<file path="config.mk">
export PLATFORM = sky130hd
export DESIGN_NAME = fpu_f32_to_int_iter
export DESIGN_NICKNAME = d
export VERILOG_FILES = /design/src/rtl/fpu_f32_pkg.sv /design/src/rtl/fpu_f32_classify.sv /design/src/rtl/fpu_f32_to_int_iter.sv
export SDC_FILE = /design/constraint.sdc
export NUM_CORES = 1
export LEC_CHECK = 0
export CELL_PAD_IN_SITES_DETAIL_PLACEMENT = 0
export CELL_PAD_IN_SITES_GLOBAL_PLACEMENT = 1
export CORE_UTILIZATION = 37
export CTS_CLUSTER_SIZE = 8
export DETAILED_ROUTE_END_ITERATION = 7
export GPL_ROUTABILITY_DRIVEN = 0
export HOLD_SLACK_MARGIN = 0.05
export PLACE_DENSITY = 0.77
export SLEW_MARGIN = 30
export SYNTH_ARGS = -nofsm -noshare
export SYNTH_HDL_FRONTEND = slang
export SYNTH_SLANG_ARGS = --single-unit
</file>
<file path="constraint.sdc">
create_clock -name MCLK -period 2.5 [get_ports MCLK]
set_clock_uncertainty 0.15 [all_clocks]
set_input_delay 0.25 -clock MCLK [delete_from_list [all_inputs] [get_ports MCLK]]
set_output_delay 0.25 -clock MCLK [all_outputs]
set_load 0.02 [all_outputs]
</file>
<file path="src/rtl/fpu_f32_pkg.sv">
// Shared F32 types and constants for the FPU conversion/arithmetic units.
package fpu_f32_pkg;

  localparam int          F32_BIAS      = 127;
  localparam logic [31:0] INT32_INVALID = 32'h8000_0000;

  typedef struct packed {
    logic        sign;
    logic [7:0]  exp;
    logic [22:0] frac;
  } f32_t;

  typedef enum logic [1:0] {
    IDLE,
    SHIFT,
    SIGN,
    DONE
  } state_t;

endpackage

</file>
<file path="src/rtl/fpu_f32_classify.sv">
// Combinational F32 operand classifier: special-value flags, unbiased
// exponent and mantissa with the hidden bit restored.
module fpu_f32_classify
  import fpu_f32_pkg::*;
(
  input  f32_t              a,
  output logic              is_nan,
  output logic              is_inf,
  output logic              is_zero_or_denorm,
  output logic signed [9:0] e,
  output logic [23:0]       mant
);

  assign is_nan            = (a.exp == 8'hFF) && (a.frac != '0);
  assign is_inf            = (a.exp == 8'hFF) && (a.frac == '0);
  assign is_zero_or_denorm = (a.exp == 8'h00);
  assign e                 = signed'({2'b00, a.exp}) - 10'(F32_BIAS);
  assign mant              = {(a.exp != 8'h00), a.frac};

endmodule

</file>
<file path="src/rtl/fpu_f32_to_int_iter.sv">
// Multi-cycle F32 -> INT32 converter (C cast semantics, truncate toward zero).
// The mantissa is aligned SHIFT_STEP bits per cycle to keep the shifter narrow.
// Optional macro FPU_F32_TO_INT_ROUND_EN switches to round-to-nearest-even.
module fpu_f32_to_int_iter
  import fpu_f32_pkg::*;
#(
  parameter int SHIFT_STEP = 1
) (
  input  logic        MCLK,
  input  logic        RST,
  input  logic        IN_VALID,
  output logic        IN_READY,
  input  logic [31:0] A,
  output logic        OUT_VALID,
  input  logic        OUT_READY,
  output logic [31:0] O,
  output logic        INVALID,
  output logic        INEXACT
);

  localparam logic [4:0] STEP = 5'(SHIFT_STEP);

`ifdef FPU_F32_TO_INT_ROUND_EN
  // e = -1 still carries a possible round-up into bit 0
  localparam logic signed [9:0] E_MIN = -10'sd1;
`else
  localparam logic signed [9:0] E_MIN = 10'sd0;
`endif

  state_t      state;
  logic [31:0] w;
  logic [4:0]  remaining;
  logic        shift_left;
  logic        sign_q;
  logic        guard;
  logic        sticky;

  f32_t              a_f;
  logic              is_nan;
  logic              is_inf;
  logic              is_zero_or_denorm;
  logic signed [9:0] e;
  logic [23:0]       mant;

  assign a_f = A;

  fpu_f32_classify u_classify (
    .a                 (a_f),
    .is_nan            (is_nan),
    .is_inf            (is_inf),
    .is_zero_or_denorm (is_zero_or_denorm),
    .e                 (e),
    .mant              (mant)
  );

  // Accept-time decode: distance of the binary point from bit 23
  logic       acc_left;
  logic [4:0] acc_n;
  logic       acc_big;
  logic       acc_small;

  assign acc_left  = (e > 10'sd23);
  assign acc_n     = acc_left ? 5'(e - 10'sd23) : 5'(10'sd23 - e);
  assign acc_big   = (e >= 10'sd31);
  assign acc_small = is_zero_or_denorm || (e < E_MIN);

  assign IN_READY = (state == IDLE) && !RST;

  logic [4:0]  step_amt;
  logic [31:0] guard_mask;
  logic        guard_out;
  logic        below_out;
  logic        rnd_inc;
  logic [31:0] w_rnd;
  logic [31:0] o_sign;

`ifdef FPU_F32_TO_INT_ROUND_EN
  assign rnd_inc = guard && (sticky || w[0]);
`else
  assign rnd_inc = 1'b0;
`endif

  // Per-cycle shift amount, discarded-bit tracking and final signed result
  always_comb begin
    // NOTE: every output gets a default first so no path leaves a latch.
    step_amt   = (remaining > STEP) ? STEP : remaining;
    guard_mask = 32'd1 << (step_amt - 5'd1);
    guard_out  = |(w & guard_mask);
    below_out  = |(w & (guard_mask - 32'd1));
    w_rnd      = w + {31'd0, rnd_inc};
    o_sign     = sign_q ? (~w_rnd + 32'd1) : w_rnd;
  end

  // Control FSM with registered datapath and outputs
  always_ff @(posedge MCLK) begin
    // NOTE: sequential state uses non-blocking assignments only.
    if (RST) begin
      state      <= IDLE;
      w          <= '0;
      remaining  <= '0;
      shift_left <= 1'b0;
      sign_q     <= 1'b0;
      guard      <= 1'b0;
      sticky     <= 1'b0;
      O          <= '0;
      OUT_VALID  <= 1'b0;
      INVALID    <= 1'b0;
      INEXACT    <= 1'b0;
    end else begin
      case (state)
        IDLE: begin
          if (IN_VALID) begin
            sign_q     <= a_f.sign;
            guard      <= 1'b0;
            sticky     <= 1'b0;
            w          <= {8'd0, mant};
            remaining  <= acc_n;
            shift_left <= acc_left;
            if (is_nan || is_inf) begin
              O         <= INT32_INVALID;
              INVALID   <= 1'b1;
              INEXACT   <= 1'b0;
              OUT_VALID <= 1'b1;
              state     <= DONE;
            end else if (acc_big) begin
              // -2^31 is the one exactly representable value in this range
              O         <= INT32_INVALID;
              INVALID   <= (A != 32'hCF00_0000);
              INEXACT   <= 1'b0;
              OUT_VALID <= 1'b1;
              state     <= DONE;
            end else if (acc_small) begin
              O         <= '0;
              INVALID   <= 1'b0;
              INEXACT   <= |A[30:0];
              OUT_VALID <= 1'b1;
              state     <= DONE;
            end else begin
              state <= (acc_n == 5'd0) ? SIGN : SHIFT;
            end
          end
        end
        SHIFT: begin
          if (shift_left) begin
            w <= w << step_amt;
          end else begin
            w      <= w >> step_amt;
            guard  <= guard_out;
            sticky <= sticky | guard | below_out;
          end
          remaining <= remaining - step_amt;
          if (remaining == step_amt) state <= SIGN;
        end
        SIGN: begin
          O         <= o_sign;
          INVALID   <= 1'b0;
          INEXACT   <= guard | sticky;
          OUT_VALID <= 1'b1;
          state     <= DONE;
        end
        DONE: begin
          if (OUT_READY) begin
            OUT_VALID <= 1'b0;
            state     <= IDLE;
          end
        end
        default: state <= IDLE;
      endcase
    end
  end

endmodule

</file>
## Word level (Yosys, flattened, before mapping)

Cells that the tools add are included.

- Bits in registers: 78
- Input port bits: 36
- Output and inout bits: 36
- Logic and storage cells: 107

- Add/subtract/negate cells: 7
- $lt $le $gt $ge: 4
- Equality and inequality tests: 11
- Shift operators: 3
- Mux-type cells: 42
- Bitwise operators: 5
- Reduce and logical (&&, ||, !) cells: 24

Operators by type and width:

| kind | number |
|---|---|
| $mux 32 | 7 |
| $pmux 32 s2 | 2 |
| $and 32x32->32 | 2 |
| $reduce_or 32->1 | 2 |
| $add 32x1->32 const B | 1 |
| $ne 32x32->1 const B | 1 |
| $not 32->32 | 1 |
| $shl 1x5->32 const A | 1 |
| $shl 32x5->32 | 1 |
| $shr 32x5->32 | 1 |
| $sub 32x1->32 const B | 1 |
| $reduce_or 31->1 | 1 |
| $logic_not 23->1 | 1 |
| $reduce_bool 23->1 | 1 |
| $mux 1 | 16 |
| $mux 5 | 3 |
| $mux 2 | 7 |
| $pmux 5 s2 | 1 |
| $ge 9x6->1 const B | 1 |
| $gt 9x6->1 const B | 1 |
| $lt 9x1->1 const B | 1 |
| $reduce_and 3->1 | 3 |
| $sub 8x7->9 const B | 1 |
| $eq 8x8->1 const B | 1 |
| 25 further kinds | 38 |

## Longest topological paths before layout

- Depth after elaboration: 10
- Depth in mapped cells: 10
- Depth with buffers taken out: 9

## By module

From an unflattened synthesis, not the netlist that was laid out.

- Cells, all modules: 617
- Area, all modules: 5133.7 um^2

Modules (own cells, without submodules):

| module | times used | cells an instance | area each (um^2) | sequential area each (um^2) |
|---|---|---|---|---|
| fpu_f32_to_int_iter | 1 | 556 | 4715.8 | 1561.5 |
| fpu_f32_classify | 1 | 61 | 417.9 | 0.0 |

## Least setup slack after synthesis

Ideal clock, no wire load.

- Kind: input to register
- From: input port A[23]
- To: register remaining[1]
- Library setup time: 0.115 ns
- Data arrival time: 2.162 ns
- Path slack: 0.073 ns
- Stages on the path: 9
- Path through: ha_1 > and3_1 > xor2_1 > ha_1 > a21oi_1 > o221a_2 > buf_2 > or4b_1 > and3_1

- Longest elaborated chain between the ends: 5

RTL lines:

| item | line | text |
|---|---|---|
| start: declaration | fpu_f32_to_int_iter.sv:13 | `input logic [31:0] A,` |
| $sub 8x7->9 * | fpu_f32_classify.sv:17 | `assign e = signed'({2'b00, a.exp}) - 10'(F32_BIAS);` |
| $gt 9x6->1 / $sub 5x5->5 (equally long branches) | fpu_f32_to_int_iter.sv:62, fpu_f32_to_int_iter.sv:63 |  |
| $mux 5 * | fpu_f32_to_int_iter.sv:63 | `assign acc_n = acc_left ? 5'(e - 10'sd23) : 5'(10'sd23 - e);` |
| $mux 5 * | fpu_f32_to_int_iter.sv:112 | `if (IN_VALID) begin` |
| $pmux 5 s2 * | fpu_f32_to_int_iter.sv:110 | `case (state)` |
| end signal: assignment | fpu_f32_to_int_iter.sv:117 | `remaining <= acc_n;` |
| end signal: assignment | fpu_f32_to_int_iter.sv:151 | `remaining <= remaining - step_amt;` |
| end: declaration | fpu_f32_to_int_iter.sv:32 | `logic [4:0] remaining;` |

Mark *: on every way between the ends. The rest lies on a longest branch, timed or not. The select of a mux whose other input is x is not followed.
A chain may end at the register's enable or synchronous reset.

## Worst setup path in the final report

- From: input port A[26]
- To: register O[26]

- Longest elaborated chain between the ends: 6

RTL lines:

| item | line | text |
|---|---|---|
| $sub 8x7->9 / $eq 8x8->1 (equally long branches) | fpu_f32_classify.sv:17, fpu_f32_classify.sv:14, fpu_f32_classify.sv:15 |  |
| $ge 9x6->1, or another cell as far along | fpu_f32_to_int_iter.sv:64 | `assign acc_big = (e >= 10'sd31);` |
| $mux 32 / $logic_or 1x1->1 (equally long branches) | fpu_f32_to_int_iter.sv:125, fpu_f32_to_int_iter.sv:119 |  |
| $mux 32 | fpu_f32_to_int_iter.sv:119 | `if (is_nan \|\| is_inf) begin` |
| $mux 32 | fpu_f32_to_int_iter.sv:112 |  |
| $pmux 32 s2 | fpu_f32_to_int_iter.sv:110 |  |
| end signal: assignment | fpu_f32_to_int_iter.sv:155 | `O <= o_sign;` |
| end: declaration | fpu_f32_to_int_iter.sv:16 | `output logic [31:0] O,` |

Parallel ways exist; a longest one is shown, timed or not. The select of a mux whose other input is x is not followed.

==> metrics.md <==
| Metric | Value |
|---|---|
| IR drop worst, VDD | approximately 0.00054 V |
| Clock slew at reported path FFs | 60 ps |
| Ant diodes | 0 |
| Number of detailed-route iterations in the first pass | 5 |
| Synthesized flop and latch total | 78 |
| Fin Setup TNS | 0 ps |
| Initial DRC Count | 406 |
| GRT overflow | 0 |
| Fillers | between 1000 and 1500 |
| Cell area power density | approximately 1100 mW/mm² |
| Top FF cell, synth | dfxtp_1 |
| Die Footprint | about 0.014 mm² |
| Largest net degree at the start of global routing | 40 |
| Critical Path Sink | O[26] |
| DIE WIDTH | 120 µm |
| Static leakage | 2.68 nW |
| Final nets | between 800 and 900 |
| Syn Std Cell Area | 0.00518 mm² |
| Hold crit path type | in2reg |
| R2R setup slack | between 100 and 150 ps |
| Hold Fails Final Rpt | 0 |
| Final ANT Viol Nets | 0 |
| Yosys top cell area share | 0.301 |
| Initial core utilization | 0.385 |
| Root Buffer | clkbuf_16 |
| CTS Buf Count | 9 |
| Routed wire per std cell | 17.1 µm |
| Share of cells above drive strength 1 | 0.236 |
| Top post-synthesis cells by area | dfxtp_1, a21oi_1, nor2_1 |
| CP arrival | approximately 2500 ps |
| I/O pin cnt | 72 |
| Final setup fails | 0 |
| Fmax | 415 MHz |
| Bufs and invs on worst path | 4 |
| Max_cap viols | 0 |
| Worst reg-to-reg path cell count | 9 |
| Crit path from | A[26] |
| Number of synthesized flops with an enable pin | 0 |
| Syn Nets | 696 |
| Tot GR Track Use | 0.222 |
| Fraction of the yosys area taken by sequential cells | 0.301 |
| Worst slack at placement | -421 ps |
| Clk Latency, worst-skew pair | around 340 ps |
| Worst R2R End | O[3] |
| H-tree depth | 3 |
| Crit end category | flop |
| Antenna violations before repair | 0 |
| Synth cell types | 77 |
| TritonCTS clock tree | yes |
| Setup ws final | 92.4 ps |
| Hold-fix buffer count after cts | 0 |
| CTS sink cnt | 78 |
| Max transition margin | 0.437 |
| Worst hold slack | 193 ps |
| Post-Route WL | 16100 µm |
| Vias in the first global route | 4939 |
| Syn Area/Cell | between 8 and 9 µm² |
| Mapped Cells | 644 |
| Global-route wire length before repair | between 20000 and 30000 µm |
| Status | finished clean |
| Row count | 42 |
| WP depth | 10 |
| CP required | 2570 ps |
| Yosys top cell by area | dfxtp_1 |
| Cell Chain, Critical Path | clkdlybuf4s50_1, buf_4, nand4_1, mux2i_1, o32ai_2, buf_4, and3_4, o32a_1, clkbuf_16, o2bb2ai_1 |
| DRC Markers | 0 |
| Highest net fanout along the worst path | 6 |
| Final Critical Period | 2410 ps |
| Cell mode on critical path | buf_4 |
| IO buf count | 71 |
| Worst Setup Start Kind | primary input |
| Final Cycle Share | 0.963 |
| Drt via density | 5.67 |
| Via count | 5345 |
| Synth-to-layout area growth | 35.7% |
| Slowest stage delay, CP | about 490 ps |
| Chip Height | 120 µm |
| Pins Over Slew Limit | 0 |
| CTS Buffer Depth | 2 |
| RR Startpoint | state[0] |
| Kind of critical path | in2reg |
| CP top delay family | buffers and inverters |
| Core ar. | 0.0135 mm² |
| Slowest stage cell, crit path | clkdlybuf4s50_1 |
| Worst-Margin Slew | around 840 ps |
| Post-DP HPWL | 11800 µm |
| Asr flop ratio synth | 0 |
| YS warnings | 0 |
| Total Power | around 7.5 mW |
## cell type report
class	instances	area, µm²	area share
clock inverter	4	70.1	0.00997
clock buffer	12	246	0.0351
sequential	78	1560	0.222
multi-input combinational	488	3390	0.482
tap	176	220	0.0313
timing repair buffer	165	1470	0.209
inverter	19	71.3	0.0101
## layout by cell type (no fill, tap or decap), drive strengths merged, types with 12 or more instances in the layout
cell,Yosys,layout
nor3,12,12
xor2,20,20
o2bb2ai,14,14
inv,19,19
a21oi,56,56
xnor2,13,13
mux2,16,16
nand3,33,33
a31oi,13,13
dfxtp,78,78
clkbuf,36,14
clkdlybuf4s50,0,66
nand2,51,51
o22ai,15,15
nor4,18,18
mux2i,21,21
o21ai,19,19
nor2,65,65
ha,16,16
buf,22,93
## metrics by stage
step | util | std cells | instance area [µm²]
after detailed placement | 0.482 | 918 | 6480
final | 0.523 | 942 | 7030
after CTS | 0.508 | 936 | 6840
after global placement | 0.482 | 918 | 6480
after global routing | 0.523 | 942 | 7030
after floorplan | - | 644 | 5180
## synth_stat cells, types with 17 or more instances
master,n
clkbuf_1,31
o21ai_0,17
nand3_1,32
nor4_1,18
inv_1,17
mux2i_1,21
nand2_1,50
nor2_1,63
xor2_1,19
a21oi_1,56
dfxtp_1,78
## worst register-to-register path: stages (launching register included)
cell	delay (ps)
dfxtp_1	410
inv_1	90
ha_1	300
inv_1	190
nand2_1	160
and2_2	260
a41oi_4	250
clkbuf_4	250
nand3_1	90
a21oi_1	170
## state kept, by name (all words and copies together), names as in the netlist
name,flops
INEXACT,1
INVALID,1
O,32
OUT_VALID,1
guard,1
remaining,5
shift_left,1
sign_q,1
state,2
sticky,1
w,32
## worst min path at each step
| stage | start | slack (ps) | to | cells past startpoint |
|---|---|---|---|---|
| detailed placement | O[9] | 300 | O[9] | 2 |
| global route | RST | 190 | remaining[3] | 3 |
| global placement | O[6] | 290 | O[6] | 2 |
| CTS | RST | 180 | remaining[3] | 3 |
| finish | RST | 190 | remaining[3] | 3 |
| floorplan | IN_VALID | 210 | shift_left | 1 |
## where the power goes
part	switching [mW]	total (mW)	internal, mW
clock network	0.514	1.41	0.899
registers	0.275	1.79	1.52
logic	2.48	4.32	1.84
## cell families after synthesis
group,after synthesis,synth area share
adder cells (fa/ha/maj),16,0.0386
multiplexers,37,0.0753
other,1,0.000724
flip-flops,78,0.301
XOR/XNOR,33,0.0608
AND/OR/NAND/NOR,231,0.226
buffers and inverters,78,0.0736
AO/OA/AOI/OAI,170,0.223
## what timing repair did
action / CTS / global route
pin swaps: 4 / 8
resized for setup: 10 / 27
setup endpoints to repair: 28 / 38
buffers inserted: 2 / 4
gates cloned: 0 / 2
## layer usage
layer  global-route usage  vias to the layer above  part of all wire
met4               0.0679                        0             0.019
li1                     -                     2592                 -
met3               0.0330                       16             0.052
met1                0.325                     2541              0.49
met5                    0                        -                 0
met2                0.332                      196              0.44
Power figures use the tool's default switching activity.
